===== config.mk =====
export PLATFORM = sky130hd
export DESIGN_NAME = ex_div_unit
export DESIGN_NICKNAME = d
export VERILOG_FILES = /design/src/rtl/ex_defs.sv /design/src/rtl/div_step.sv /design/src/rtl/ex_div_unit.sv
export SDC_FILE = /design/constraint.sdc
export NUM_CORES = 1
export LEC_CHECK = 0
export CORE_MARGIN = 8
export CORE_UTILIZATION = 54
export CTS_BUF_LIST = sky130_fd_sc_hd__clkbuf_8
export DETAILED_ROUTE_END_ITERATION = 8
export GPL_TIMING_DRIVEN = 1
export PLACE_DENSITY_LB_ADDON = 0.1
export SLEW_MARGIN = 25
export SYNTH_ARGS = -nofsm -noshare
export SYNTH_HDL_FRONTEND = slang
export SYNTH_SLANG_ARGS = --single-unit

===== constraint.sdc =====
create_clock -name clk -period 4.7 [get_ports clk]
set_input_delay 0.94 -clock clk [delete_from_list [all_inputs] [get_ports clk]]
set_output_delay 0.94 -clock clk [all_outputs]
set_load 0.05 [all_outputs]

===== src/rtl/ex_defs.sv =====
// Shared definitions for the execute-stage divider: widths, FSM states, ALU op codes.
package ex_defs;

  localparam int unsigned DIV_DATA_W = 32;
  localparam int unsigned DIV_CNT_W  = 6;

  // ALU op codes (funct field) that select the divider
  localparam logic [5:0] ALU_OP_DIV  = 6'h1A;
  localparam logic [5:0] ALU_OP_DIVU = 6'h1B;

  typedef enum logic [1:0] {
    ST_IDLE = 2'd0,
    ST_CALC = 2'd1,
    ST_DONE = 2'd2
  } div_state_e;

endpackage


===== src/rtl/div_step.sv =====
// One restoring-division iteration: shift in the next dividend bit, trial-subtract the divisor.
module div_step #(
  parameter int unsigned DATA_W = 32
) (
  input  logic [DATA_W-1:0] rem_i,
  input  logic              dvd_msb_i,
  input  logic [DATA_W-1:0] dvs_i,
  output logic [DATA_W-1:0] rem_o,
  output logic              q_bit_o
);

  logic [DATA_W:0] shifted;
  logic [DATA_W:0] trial;

  // Partial remainder stays below the divisor, so one extra bit holds the trial sign.
  always_comb begin
    shifted = {rem_i, dvd_msb_i};
    trial   = shifted - {1'b0, dvs_i};
    q_bit_o = ~trial[DATA_W];
    rem_o   = trial[DATA_W] ? shifted[DATA_W-1:0] : trial[DATA_W-1:0];
  end

endmodule


===== src/rtl/ex_div_unit.sv =====
// Iterative 32-bit DIV/DIVU unit: one restoring step per cycle, stalls upstream while busy.
module ex_div_unit
  import ex_defs::*;
#(
  parameter int unsigned DATA_W = DIV_DATA_W,
  parameter int unsigned CNT_W  = DIV_CNT_W
) (
  input  logic              clk,
  input  logic              reset,
  input  logic              div_start,
  input  logic              div_signed,
  input  logic [DATA_W-1:0] dividend,
  input  logic [DATA_W-1:0] divisor,
  input  logic              flush,
  output logic              div_stall,
  output logic              res_valid,
  output logic [DATA_W-1:0] quotient,
  output logic [DATA_W-1:0] remainder
);

  div_state_e        state_q,     state_d;
  logic [CNT_W-1:0]  cnt_q,       cnt_d;
  logic [DATA_W-1:0] rem_q,       rem_d;
  logic [DATA_W-1:0] dvd_q,       dvd_d;
  logic [DATA_W-1:0] dvs_q,       dvs_d;
  logic [DATA_W-1:0] raw_dvd_q,   raw_dvd_d;
  logic              q_neg_q,     q_neg_d;
  logic              r_neg_q,     r_neg_d;
  logic              dvs_zero_q,  dvs_zero_d;
  logic [DATA_W-1:0] quotient_q,  quotient_d;
  logic [DATA_W-1:0] remainder_q, remainder_d;
  logic              res_valid_q, res_valid_d;

  logic [DATA_W-1:0] step_rem;
  logic              step_q_bit;
  logic [DATA_W-1:0] final_q;
  logic              dvd_neg;
  logic              dvs_neg;

  div_step #(.DATA_W(DATA_W)) u_step (
    .rem_i     (rem_q),
    .dvd_msb_i (dvd_q[DATA_W-1]),
    .dvs_i     (dvs_q),
    .rem_o     (step_rem),
    .q_bit_o   (step_q_bit)
  );

  assign dvd_neg = div_signed & dividend[DATA_W-1];
  assign dvs_neg = div_signed & divisor[DATA_W-1];
  assign final_q = {dvd_q[DATA_W-2:0], step_q_bit};

  // Stall covers the accepting cycle and every CALC cycle; flush and reset release it at once.
  assign div_stall = ~reset & ~flush &
                     (((state_q == ST_IDLE) & div_start) | (state_q == ST_CALC));

  assign res_valid = res_valid_q;
  assign quotient  = quotient_q;
  assign remainder = remainder_q;

  // Next-state, datapath and result logic.
  always_comb begin
    state_d     = state_q;
    cnt_d       = cnt_q;
    rem_d       = rem_q;
    dvd_d       = dvd_q;
    dvs_d       = dvs_q;
    raw_dvd_d   = raw_dvd_q;
    q_neg_d     = q_neg_q;
    r_neg_d     = r_neg_q;
    dvs_zero_d  = dvs_zero_q;
    quotient_d  = quotient_q;
    remainder_d = remainder_q;
    res_valid_d = 1'b0;

    case (state_q)
      ST_IDLE: begin
        if (div_start) begin
          dvd_d      = dvd_neg ? DATA_W'(DATA_W'(0) - dividend) : dividend;
          dvs_d      = dvs_neg ? DATA_W'(DATA_W'(0) - divisor) : divisor;
          raw_dvd_d  = dividend;
          q_neg_d    = dvd_neg ^ dvs_neg;
          r_neg_d    = dvd_neg;
          dvs_zero_d = (divisor == '0);
          rem_d      = '0;
          cnt_d      = '0;
          state_d    = ST_CALC;
        end
      end
      ST_CALC: begin
        rem_d = step_rem;
        dvd_d = final_q;
        cnt_d = cnt_q + CNT_W'(1);
        if (cnt_q == CNT_W'(DATA_W - 1)) begin
          state_d     = ST_DONE;
          res_valid_d = 1'b1;
          if (dvs_zero_q) begin
            quotient_d  = '1;
            remainder_d = raw_dvd_q;
          end else begin
            quotient_d  = q_neg_q ? DATA_W'(DATA_W'(0) - final_q) : final_q;
            remainder_d = r_neg_q ? DATA_W'(DATA_W'(0) - step_rem) : step_rem;
          end
        end
      end
      ST_DONE: begin
        state_d = ST_IDLE;
      end
      default: begin
        state_d = ST_IDLE;
      end
    endcase

    // Flush kills the operation outright and leaves the visible results untouched.
    if (flush) begin
      state_d     = ST_IDLE;
      res_valid_d = 1'b0;
      quotient_d  = quotient_q;
      remainder_d = remainder_q;
    end
  end

  // State and datapath registers with synchronous reset.
  always_ff @(posedge clk) begin
    if (reset) begin
      state_q     <= ST_IDLE;
      cnt_q       <= '0;
      rem_q       <= '0;
      dvd_q       <= '0;
      dvs_q       <= '0;
      raw_dvd_q   <= '0;
      q_neg_q     <= 1'b0;
      r_neg_q     <= 1'b0;
      dvs_zero_q  <= 1'b0;
      quotient_q  <= '0;
      remainder_q <= '0;
      res_valid_q <= 1'b0;
    end else begin
      state_q     <= state_d;
      cnt_q       <= cnt_d;
      rem_q       <= rem_d;
      dvd_q       <= dvd_d;
      dvs_q       <= dvs_d;
      raw_dvd_q   <= raw_dvd_d;
      q_neg_q     <= q_neg_d;
      r_neg_q     <= r_neg_d;
      dvs_zero_q  <= dvs_zero_d;
      quotient_q  <= quotient_d;
      remainder_q <= remainder_d;
      res_valid_q <= res_valid_d;
    end
  end

endmodule


==> out/summary.txt <==
status = finished, final reports clean
Worst-Skew Late Latency = 0.56 ns
FMAX = 225 MHz
Leakage Power = 5.60 nW
DRC viols = 0
max-slew violation count = 0
yosys warns = 0
crit path to = remainder[31]
Worst Clk Skew = 0.0283 ns
initial antenna violation count = 0
final WL = 41500 um
Hold Buf Count CTS = 0
nets = 1911
Tot Pwr = 4.27 mW
DR WL/cell = 19.3 um
overall global routing resource usage = 27.7%
total grt overflow = 0
post-synthesis cell count = 1717
Primary FF master, synth = dfxtp_1
area share of the largest cell type after synthesis = 31.4%
Post-synth EDFFs = 0
Critical path origin = dvd_q[31]
Post-Syn Nets = 1824
CTS clk-pin slew, worst paths = 0.06 ns
Worst Path Arrival = 4.87 ns
setup_tns = 0 ns
CTS Root Cell = clkbuf_8
FF+latch count, synth = 204
leading cell type in the layout, fill and taps excluded = nor2_1
placer congestion estimate = 0.942
first-pass GRT wire length = 65400 um
Routed Antenna Nets = 0
reg2reg setup slack = 0.25 ns
H-tree levels = 2
Core Area = 24000 um2
vias in the first global route = 11995
Horiz. Die Dim = 171 um
I/O Buffers = 134
Post-synth ARST share = 0%
drt pass-1 iters = 6
I/O pin cnt = 135
full die area = 29300 um2
DP Wirelength = 30600 um
Vias/cell = 6.02
FF-to-FF Start = dvd_q[31]
Seq/Total Area, Yosys = 31.4%
Max IR drop VDD = 0.223 mV
min-delay src = raw_dvd_q[21]
top cells by area, synth = dfxtp_1 31%, nor2_1 6.4%, nand2_1 6.2%
Final period util = 94.7%
Mapped Area = 13000 um2
total CTS buffers = 37
slew of the pin with the lowest slew margin = 1.02 ns
final setup violation count = 0
Worst Path Max Fanout = 37
Worst Reg-to-Reg Cells = 17
clock period minus worst slack = 4.45 ns
largest net degree at the start of global routing = 111
Max Cap Violations = 0
Worst Path Class, Setup = reg -> reg
layout cells sized above 1 = 6.67%
min-delay worst type = reg -> reg
Vias = 12955
clock sink count = 204
Detailed Route Iter0 Violations = 1354
dominant cell type by area after synthesis = dfxtp_1
Final Hold Fails = 0
Die Span Y = 171 um
syn_area_per_cell = 7.58 um2
area delta synth->final = 17.3%
most frequent cells in the layout = 220 x nor2_1, 214 x nand2_1, 201 x dfxtp_1
critical path launch point type = flip-flop
distinct cell type count of the synthesized netlist = 90
# diodes = 0
slew margin rel. = 32.1%
TritonCTS clock tree = built
pwr dens = 280 nW/um2
data required time at the worst endpoint = 5.13 ns
CP Capture Type = flip-flop
Rows = 57
RSZ-0062 raised after global routing = false
CTS Buffer Depth = 3
initial core utilization = 54.3%
r2r endpoint = remainder[31]
[metal layers]
layer	vias up	share of wire, %	global-route usage (%)
met4	0	2.1	7.67
met2	523	43	41.6
met3	66	9.4	6.56
met5	-	0	0
met1	6031	45	39.1
li1	6335	-	-
[final cells by class]
cell class	count	area (um2)
inverter	56	210
clock buffer	47	647
timing repair buffer	159	1550
fill	2254	8700
sequential	204	4090
clock inverter	17	82.6
tap	324	405
multi-input combinational	1346	8290
[repair_timing]
action,CTS,global route
buffers inserted,0,2
resized for setup,0,1
hold endpoints to repair,0,0
setup endpoints to repair,0,9
[worst max-delay path, stage by stage (launching register included)]
cell	delay, ns
dfxtp_1	0.34
inv_1	0.07
ha_1	0.16
inv_1	0.06
fa_1	0.42
a211oi_1	0.30
o211ai_1	0.17
nand4_1	0.19
a211oi_2	0.14
o21a_1	0.27
nor2_8	0.22
buf_4	0.48
mux2i_1	0.30
buf_4	0.18
nand3_2	0.12
nor4_1	0.46
mux2i_1	0.14
o31a_1	0.29
[cells by family after synthesis]
kind of cell | after synthesis | synth area share, %
AOI/OAI and AO/OA | 516 | 26.1
xor gates and xnor gates | 129 | 8.68
adders and majority gates | 38 | 3.71
buffers and inverters | 167 | 5.13
DFF | 204 | 31.4
muxes | 40 | 3.19
and+or+nand+nor | 623 | 21.8
[how the worst min path moves through the flow]
stage	slack (ns)	cells past startpoint	to
2_1_floorplan	0.43	2	raw_dvd_q[16]
3_3_place_gp	0.44	2	raw_dvd_q[24]
3_5_place_dp	0.45	2	raw_dvd_q[21]
4_1_cts	0.45	2	raw_dvd_q[21]
5_1_grt	0.46	2	raw_dvd_q[21]
6_report	0.45	2	raw_dvd_q[21]
[per-stage QoR]
stage | hold slack (ns) | cell area (um2) | setup slack [ns] | std cells | util [%]
floorplan | 0.431 | 13000 | 0.132 | 1717 | -
global placement | 0.440 | 14500 | 0.340 | 2087 | 60.5
detailed placement | 0.446 | 14500 | 0.148 | 2087 | 60.5
CTS | 0.454 | 15200 | 0.107 | 2151 | 63.6
global route | 0.462 | 15300 | 0.00376 | 2153 | 63.7
finish | 0.454 | 15300 | 0.251 | 2153 | 63.7
[cell usage after synthesis, types with 4 or more instances]
| cell type | number |
|---|---|
| clkbuf_1 | 87 |
| a2111oi_0 | 4 |
| o21a_1 | 10 |
| nand2_1 | 215 |
| nor4_1 | 19 |
| a311oi_1 | 5 |
| and2_1 | 7 |
| o21bai_1 | 4 |
| nand3_1 | 33 |
| nor3_1 | 28 |
| xnor2_1 | 52 |
| buf_4 | 5 |
| o2111ai_1 | 5 |
| a22oi_1 | 30 |
| nor2b_1 | 4 |
| dfxtp_1 | 204 |
| o31ai_1 | 24 |
| a211oi_1 | 85 |
| o21ai_0 | 62 |
| o211ai_1 | 6 |
| nand2b_1 | 9 |
| nor3b_1 | 8 |
| or2_2 | 5 |
| or3_1 | 22 |
| a21boi_1 | 4 |
| nor2_1 | 222 |
| buf_2 | 11 |
| a31oi_1 | 41 |
| a21oi_1 | 155 |
| o41ai_1 | 9 |
| and3_1 | 12 |
| nand4_1 | 5 |
| mux2i_1 | 37 |
| inv_1 | 55 |
| or4_1 | 7 |
| o21ai_1 | 15 |
| buf_1 | 7 |
| ha_1 | 37 |
| nand3b_1 | 9 |
| a21o_1 | 12 |
| xor2_1 | 77 |
[registers in the layout (all words and copies together), names as in the netlist, 2 cells and up]
register	count
cnt_q	6
dvd_q	32
dvs_q	32
quotient	32
raw_dvd_q	32
rem_q	32
remainder	32
state_q	2
[power by group]
part / leakage [nW] / switching (mW) / internal [mW]
logic: 3.52 / 0.455 / 0.276
clock network: 0.422 / 0.776 / 0.898
registers: 1.66 / 0.0751 / 1.79
total: 5.60 / 1.31 / 2.97
Note: power is estimated with default switching activity, not from simulation.
==> RTL edit 1 (same settings) <==
The package constant `DIV_CNT_W` goes from 6 to 3.
--- a/src/rtl/ex_defs.sv
+++ b/src/rtl/ex_defs.sv
@@ -3,5 +3,5 @@
 
   localparam int unsigned DIV_DATA_W = 32;
-  localparam int unsigned DIV_CNT_W  = 6;
+  localparam int unsigned DIV_CNT_W  = 3;
 
   // ALU op codes (funct field) that select the divider
Behaviour: not the same (Yosys sat finds a counterexample within 10 cycles, from zero or initial values and one cycle with reset high).
==> RTL edit 1 against the original RTL <==
Setup slack improved by 0.026 ns; fmax rose by 0.59%; cell area is 0.32% lower; core utilization grew 1.3 points; die area down 1.3%; wire length up 3.7%; non-clock buffer count grew 20; sequential cell count shrank 3; power fell by 0.28%; synthesized area shrank 1.5%; largest power group unchanged; highest routed layer is now met5.
==> RTL edit 1: results (changes against the original RTL) <==
| Metric | Value |
|---|---|
| Status | `finished clean` |
| Fin nets | `1923 (+0.63%)` |
| Worst EP arrival | `4.89 ns (+0.02 ns)` |
| GRT Overall Usage | `0.2892 (+0.01182)` |
| Clk_skew | `0.02081 ns (-0.007505 ns)` |
| Area contributors post-synth | `dfxtp_1 31%, a21oi_1 6.9%, nand2_1 6.7%, nor2_1 5.1%, xor2_1 5.1%` |
| Switching Share | `0.3159 (+0.01022)` |
| Placed Instances | `2094 (+0.34%)` |
| Fraction of synthesized cell area in xor and xnor cells | `0.08882 (+0.001989)` |
| Unique masters post-synth | `75 (-17%)` |
| Adder-cell share of the synthesized area | `0.03865 (+0.001534)` |
| Seq pwr share | `0.432 (-0.005)` |
| Share of cells above drive strength 1 | `0.07943 (+0.01273)` |
| CP max stage cell | `or4_1` |
| Syn Area/Cell | `7.479 sq um (-1.3%)` |
| Vias in the first global route | `12040 (+0.34%)` |
| Final HPWL DP | `32.01 mm (+4.6%)` |
| Comb power | `0.000803 W (+9.8%)` |
| Post-Syn Nets | `1822 (-0.11%)` |
| Synth Area in Compound Gates | `0.2667 (+0.006161)` |
| Initial antenna violation count | `2 (+2)` |
| Total number of vias | `13230 (+2.1%)` |
| Global placer's final weighted congestion | `0.9846 (+4.6%)` |
| Non-Filler Instances | `2157 (+0.19%)` |
| Commonest cells in the netlist | `228 x nand2_1, 201 x dfxtp_1, 178 x a21oi_1` |
RTL edit 1: cell count changes after synthesis, sizes merged, moves of 13 or more:
cell,before,now
a211oi,88,45
a21oi,158,179
mux2i,38,22
nand2,215,228
nor2,223,173
nor3,29,42
o211ai,6,19
o21ai,78,118
RTL edit 1: path summary, 6_finish.rpt:
| kind | from | end | slack, ns | cells after the start |
|---|---|---|---|---|
| worst min-delay path | raw_dvd_q[8]$_SDFFE_PP0P_ | raw_dvd_q[8]$_SDFFE_PP0P_ | 0.45 | 2 |
| worst max-delay path | dvd_q[31]$_SDFFE_PP0P_ | remainder[20]$_SDFFE_PP0P_ | 0.28 | 23 |
| worst min register to register | raw_dvd_q[8]$_SDFFE_PP0P_ | raw_dvd_q[8]$_SDFFE_PP0P_ | 0.45 | 2 |
| worst max register to register | dvd_q[31]$_SDFFE_PP0P_ | remainder[20]$_SDFFE_PP0P_ | 0.28 | 23 |
RTL edit 1: layout make-up:
type / count / area, sq um / share of cell area
Multi-Input combinational cell: 1340 / 8202 / 0.5390
Sequential cell: 201 / 4026 / 0.2646
Timing Repair Buffer: 179 / 1687 / 0.1108
Clock buffer: 40 / 550.5 / 0.03618
Tap cell: 319 / 399.1 / 0.02623
Inverter: 56 / 212.7 / 0.01398
Clock inverter: 22 / 140.1 / 0.009209
RTL edit 1: cell families after synthesis:
family	Yosys count
AOI/OAI and AO/OA	539
buffers and inverters	173
adders and majority gates	39
DFF	201
muxes	28
and+or+nand+nor	604
xor gates and xnor gates	130
RTL edit 1: routing by layer:
metal,part of all wire,vias up,global-route usage
met5,0.00030,-,0
met4,0.025,2,0.08772
met1,0.46,6206,0.4213
met3,0.093,82,0.06348
li1,-,6373,-
met2,0.42,568,0.4160
==> RTL edit 2 (same flow settings) <==
Without the edit above. The 3 states of `div_state_e` get a one-hot encoding in 3 bits.
--- a/src/rtl/ex_defs.sv
+++ b/src/rtl/ex_defs.sv
@@ -9,8 +9,8 @@
   localparam logic [5:0] ALU_OP_DIVU = 6'h1B;
 
-  typedef enum logic [1:0] {
-    ST_IDLE = 2'd0,
-    ST_CALC = 2'd1,
-    ST_DONE = 2'd2
+  typedef enum logic [2:0] {
+    ST_IDLE = 3'b001,
+    ST_CALC = 3'b010,
+    ST_DONE = 3'b100
   } div_state_e;
 
Formal check against the unedited RTL: no difference found for any inputs over 10 cycles, from zero or initial values and one cycle with reset high; not proved beyond that.
==> RTL edit 2 against the original RTL <==
Critical path depth down 1; synthesized area decreased by 0.17%; power rose by 5.2%; largest power group is now the clock network; critical path type unchanged; setup slack worse by 0.078 ns; non-clock buffer count up 23; highest routed layer unchanged; sequential cell count grew 1; core utilization increased by 2.0 points; critical endpoint is now quotient[28]$_SDFFE_PP0P_; die area decreased by 0.16%; synthesized cell count decreased by 1.2%; final cell count fell by 0.42%; first-iteration DRC count fell by 2.1%; sequential share of layout area fell by 0.26 points; cell area up 1.4%; wire length is 1.2% higher.
==> RTL edit 2: results (changes against the original RTL) <==
| Metric | Value |
|---|---|
| DRT met1 WL | `18.87 mm (about the same)` |
| Total number of vias | `12980 (+0.17%)` |
| Hold wc startpoint | `raw_dvd_q[22]$_SDFFE_PP0P_` |
| Highest net fanout along the worst path | `7 (-81%)` |
| Fin nets | `1906 (-0.26%)` |
| Worst hold margin | `0.4533 ns (-0.0005710 ns)` |
| GR Util met1 | `0.3874 (-0.003689)` |
| Sequential cells | `205 (+0.49%)` |
| WL met2 | `19.03 mm (+6.6%)` |
| Non-Filler Instances | `2144 (-0.42%)` |
| Filler cells | `2164 (-4.0%)` |
| Vias in the first global route | `12330 (+2.8%)` |
| Status | `finished clean` |
| Unique masters post-synth | `91 (+1.1%)` |
| Worst EP arrival | `4.97 ns (+0.10 ns)` |
| Post-Synthesis Cells | `1696 (-1.2%)` |
| Clock power frac | `0.416 (+0.024)` |
| Bufs w/o clock | `182 (+14%)` |
| Comb_multi_in | `1325 (-1.6%)` |
| WL/cell | `19.60 um (+1.6%)` |
| Sw Pwr | `0.001317 W (+0.80%)` |
| M3 GR Usage | `0.04725 (-0.01840)` |
| Clock buffers | `48 (+2.1%)` |
| Synth Area in Compound Gates | `0.2598 (-0.0007043)` |
| GRT Overall Usage | `0.2809 (+0.003499)` |
| Worst setup path endpoint | `quotient[28]$_SDFFE_PP0P_` |
| Place WS | `0.1301 ns (-0.01814 ns)` |
| Comb power | `0.000760 W (+4.0%)` |
| CP max stage cell | `or4_1` |
[RTL edit 2: cell count changes in the layout (fill, tap and decap cells not counted), sizes merged, moves of 12 or more]
| cell | unedited run | this run |
|---|---|---|
| a22oi | 30 | 51 |
| nor2b | 4 | 17 |
| a31oi | 41 | 18 |
| inv | 69 | 57 |
| buf | 26 | 50 |
| nand2 | 215 | 227 |
| mux2i | 38 | 19 |
| nor2 | 223 | 178 |
| nor3 | 29 | 41 |
[RTL edit 2: per-stage QoR]
stage / util / area [sq um] / power (W)
2_1_floorplan: - / 13010 / 0.002376
3_3_place_gp: 0.6212 / 14630 / 0.002627
3_5_place_dp: 0.6212 / 14630 / 0.002637
4_1_cts: 0.6561 / 15450 / 0.004499
5_1_grt: 0.6575 / 15480 / 0.004674
6_report: 0.6575 / 15480 / 0.004496
[RTL edit 2: timing repair]
action,4_1_cts,5_1_grt
buffers inserted,0,2
resized for setup,0,5
setup endpoints to repair,0,8
